`src/rtl/bit_pair_scheduler.sv`:
```
// Walks every (weight bit, activation bit) pair of set bits in an 8-bit operand
// pair and emits one SumExps = i + j beat per pair over a valid/ready handshake.
module bit_pair_scheduler (
   input  logic       Clk,
   input  logic       RstN,
   input  logic       InValid,
   output logic       InReady,
   input  logic [7:0] Weight,
   input  logic [7:0] Activation,
   input  logic       Flush,
   output logic       OutValid,
   input  logic       OutReady,
   output logic [3:0] SumExps,
   output logic       OutLast,
   output logic       OutEmpty,
   output logic       Busy
);

   typedef enum logic {IDLE = 1'b0, RUN = 1'b1} state_t;

   state_t     state;
   logic [7:0] w_rem;
   logic [7:0] a_rem;
   logic [7:0] a_orig;
   logic       empty_op;

   logic [2:0] w_idx;
   logic [2:0] a_idx;
   logic       w_one;
   logic       a_one;
   logic       last_beat;
   logic       running;

   function automatic logic [2:0] lowest_set(input logic [7:0] v);
      lowest_set = 3'd0;
      for (int i = 7; i >= 0; i--) begin
         if (v[i]) lowest_set = 3'(i);
      end
   endfunction

   function automatic logic single_bit(input logic [7:0] v);
      return (v != 8'd0) && ((v & (v - 8'd1)) == 8'd0);
   endfunction

   assign w_idx     = lowest_set(w_rem);
   assign a_idx     = lowest_set(a_rem);
   assign w_one     = single_bit(w_rem);
   assign a_one     = single_bit(a_rem);
   assign last_beat = empty_op | (w_one & a_one);
   assign running   = (state == RUN);

   // Every output is a decode of registered state, so OutReady/InValid never
   // reach an output combinationally.
   assign InReady  = ~running;
   assign Busy     = running;
   assign OutValid = running;
   assign OutEmpty = running & empty_op;
   assign OutLast  = running & last_beat;
   assign SumExps  = (running && !empty_op) ? ({1'b0, w_idx} + {1'b0, a_idx}) : 4'd0;

   // NOTE: non-blocking assignments so every register reads pre-edge values.
   always_ff @(posedge Clk or negedge RstN) begin
      if (!RstN) begin
         state    <= IDLE;
         w_rem    <= 8'd0;
         a_rem    <= 8'd0;
         a_orig   <= 8'd0;
         empty_op <= 1'b0;
      end else if (Flush) begin
         state    <= IDLE;
         w_rem    <= 8'd0;
         a_rem    <= 8'd0;
         a_orig   <= 8'd0;
         empty_op <= 1'b0;
      end else begin
         case (state)
            IDLE: begin
               if (InValid) begin
                  w_rem    <= Weight;
                  a_rem    <= Activation;
                  a_orig   <= Activation;
                  empty_op <= (Weight == 8'd0) || (Activation == 8'd0);
                  state    <= RUN;
               end
            end
            RUN: begin
               if (OutReady) begin
                  if (last_beat) begin
                     state <= IDLE;
                  end else if (a_one) begin
                     // Inner activation loop exhausted: advance to next weight bit.
                     w_rem <= w_rem & (w_rem - 8'd1);
                     a_rem <= a_orig;
                  end else begin
                     a_rem <= a_rem & (a_rem - 8'd1);
                  end
               end
            end
            default: state <= IDLE;
         endcase
      end
   end

endmodule

```
`config.mk`:
```
export PLATFORM = sky130hd
export DESIGN_NAME = bit_pair_scheduler
export DESIGN_NICKNAME = d
export VERILOG_FILES = /design/src/rtl/bit_pair_scheduler.sv
export SDC_FILE = /design/constraint.sdc
export NUM_CORES = 1
export LEC_CHECK = 0
export CAP_MARGIN = 20
export CORE_ASPECT_RATIO = 1.2
export CORE_MARGIN = 3
export CORE_UTILIZATION = 48
export CTS_CLUSTER_SIZE = 16
export DETAILED_ROUTE_END_ITERATION = 8
export PLACE_DENSITY_LB_ADDON = 0.12
export SLEW_MARGIN = 10
export SYNTH_ARGS = -nofsm -noshare
export SYNTH_HDL_FRONTEND = slang
export SYNTH_SLANG_ARGS = --single-unit
export TNS_END_PERCENT = 10
```
`constraint.sdc`:
```
create_clock -name Clk -period 2.4 [get_ports Clk]
set_input_delay 0.48 -clock Clk [delete_from_list [all_inputs] [get_ports Clk]]
set_output_delay 0.48 -clock Clk [all_outputs]
set_load 0.02 [all_outputs]
```
==> flow_summary.toml <==
[place]
port_buffers = 29
post-place-ws_ps = -352
dp_hpwl_um = 4010
place_congestion = 0.908

[synthesis]
syn_avg_cell_area_sq_um = 7.97
async_reset_ff_frac = 1.00
synth_cell_types = 50
synth-edff-count = 0
yosysWarnings = 0
synth_flop_cell = "dfrtp_1"
synth.yosys.seq_area_share = 0.350
syn_nets = 258
synth-seq-cells = 26
synth_cells = 233
syn-cell-area_sq_um = 1860

[drt]
remaining_drc_errors = 0
drt-initial-drc-count = 85
viasPerCell = 5.61
wl_um = 5110
wl_per_cell_um = 14.6
firstDrtPassIters = 4
num_vias = 1962
drtAntennaViolNets = 0

[clock_tree]
tritoncts = "done"
cts-root-buf = "clkbuf_8"
cts_buffers = 3
clockBufferDepth = 2
h-tree-depth = 1
clock_sinks = 26
clk_latency_ps = 270
clk_pin_slew_ps = 90

[grt]
antenna_found_initial = 0
grt_use_total = 0.228
grt_start_max_net_pins = 27
grt_pass1_wl_um = 8450
grt_pass1_vias = 1908
grt.overflow.total = 0

[die]
die_h_um = 74.2
num_rows = 24
die-width_um = 62.8
fp.coreArea_sq_um = 3660
die-area_sq_um = 4660
initial_utilization = 0.507
io_pins = 30

[worst_setup_path]
start_kind = "flip-flop"
critical_path_required_ps = 1920
criticalPathCategory = "flip-flop to primary output"
slowest_stage = "dfrtp_1"
crit_path_end_kind = "primary output"
crit_path_cell_trace = "nor2_1 -> o21ai_0 -> a211o_1 -> inv_1 -> ha_1 -> a21o_1 -> a21oi_1 -> nor2_1 -> buf_2"
slowest_delay_ps = 430
reg2reg_slack_ps = 90
critPathMaxFanout = 4
crit_top_cell = "nor2_1"
crit_family = "compound AO/OA/AOI/OAI gates"
crit_arrival_ps = 2120
crit_buf_inv = 2

[final_layout]
final_common_cell = "buf_4"
utilization = 0.705
seqCellArea_sq_um = 651
multi_input_area_sq_um = 1140
fillers = 321
drive_above_1_share = 0.262
syn_to_final_growth_pct = 38.9
antenna_cells = 0
most-common-layout-cells = "buf_4, nand2_1, dfrtp_1"
nets = 324

[pwr]
leakagePower_nw = 1.16
peakVddDrop_mv = 0.528
power_density_nw_per_um2 = 801
total_power_w = 0.00207

[sta]
worst_pin_slew_ps = 503
clock_skew_ps = 3.90
setup_ws_ps = -197
drv_slew = 0
fmax_ghz = 0.385
grt_setup_unrepaired = "yes"
post-route-period-util = 1.08
post-route-min-period_ps = 2600
hold_viol = 0
relSlewSlack = 0.663
finalSetupViolations = 4

[run]
cap_violations = 0

[worst_hold_path]
hold_class = "flip-flop to flip-flop"

[outcome]
outcome = "finished, violations left"
violations = "negative setup slack"
[through the flow]
step                hold WS (ps)  cell area (sq um)  cells  setup TNS (ps)
finish                       531               2580    350            -688
CTS                          532               2570    350            -720
global route                 549               2580    350           -1270
floorplan                    184               1860    233           -21.8
detailed placement           519               2490    346           -1540
global placement             512               2490    346           -1280
[worst paths after layout]
| path | start | to | cells past startpoint |
|---|---|---|---|
| max reg2reg | a_rem[2] | w_rem[1] | 9 |
| max | a_rem[5] | SumExps[3] | 9 |
| min | a_orig[1] | a_orig[1] | 2 |
| max in group asynchronous | RstN | w_rem[0] | 2 |
| min in group asynchronous | RstN | w_rem[4] | 2 |
| min reg2reg | a_orig[1] | a_orig[1] | 2 |
[final cells by class]
type / count / share of cell area
inverter: 9 / 0.0131
clock buffer: 3 / 0.0160
clock inverter: 1 / 0.0116
sequential: 26 / 0.252
timing repair buffer: 75 / 0.241
multi-input combinational: 184 / 0.441
tap: 52 / 0.0252
[cell usage after synthesis, drive strengths merged, types with 2 or more instances]
master	instances	area [sq um]
a211o	2	17.5
a21o	3	22.5
a21oi	26	134
a31o	2	17.5
a31oi	6	37.5
a32o	2	20.0
buf	6	38.8
clkbuf	8	30.0
dfrtp	26	651
ha	3	37.5
inv	9	33.8
mux2	6	90.1
nand2	45	169
nand2b	3	18.8
nand3	5	25.0
nand4b	2	17.5
nor2	26	97.6
nor3	6	30.0
nor4	6	52.6
o211ai	2	15.0
o21ai	14	85.1
o31ai	3	22.5
xor2	2	17.5
[what timing repair did]
action,4_1_cts,5_1_grt
endpoints found under the hold margin,0,0
pin swaps,1,1
hold buffers,0,0
endpoints found under the setup margin,11,12
setup buffers,0,0
gates resized for setup,24,9
[registers in the layout (all words and copies together), names as in the netlist]
register  count
Busy          1
a_orig        8
a_rem         8
empty_op      1
w_rem         8
[kinds of logic after synthesis]
group | count (synthesis) | share of synthesized area
AO/OA/AOI/OAI | 70 | 0.246
multiplexers | 6 | 0.0485
adder cells (fa/ha/maj) | 5 | 0.0364
AND/OR/NAND/NOR | 100 | 0.250
flip-flops | 26 | 0.350
buffers and inverters | 23 | 0.0552
XOR/XNOR | 3 | 0.0141
[report_power, final]
group | switching, W | internal [W] | leakage, nW
registers | 0.0000667 | 0.000499 | 0.344
logic | 0.000571 | 0.000567 | 0.776
clock network | 0.000141 | 0.000223 | 0.0357
total | 0.000779 | 0.00129 | 1.16
[per-layer routing]
layer | vias up | routed length (um) | global-route usage | part of all wire
li1 | 963 | - | - | -
met1 | 919 | 2270 | 0.295 | 0.44
met2 | 71 | 2460 | 0.396 | 0.48
met4 | 0 | 60 | 0.0833 | 0.012
met3 | 9 | 318 | 0.0302 | 0.062
met5 | - | 0 | 0 | 0
[worst register-to-register path, stage by stage (launching register included)]
cell and delay (ps):
dfrtp_1 420, or4_4 550, buf_4 150, nand2_1 60
a21oi_2 70, buf_4 150, o21ai_4 170, o21ai_4 90
a21o_4 240, mux2_4 310
(Power assumes the default switching activity.)
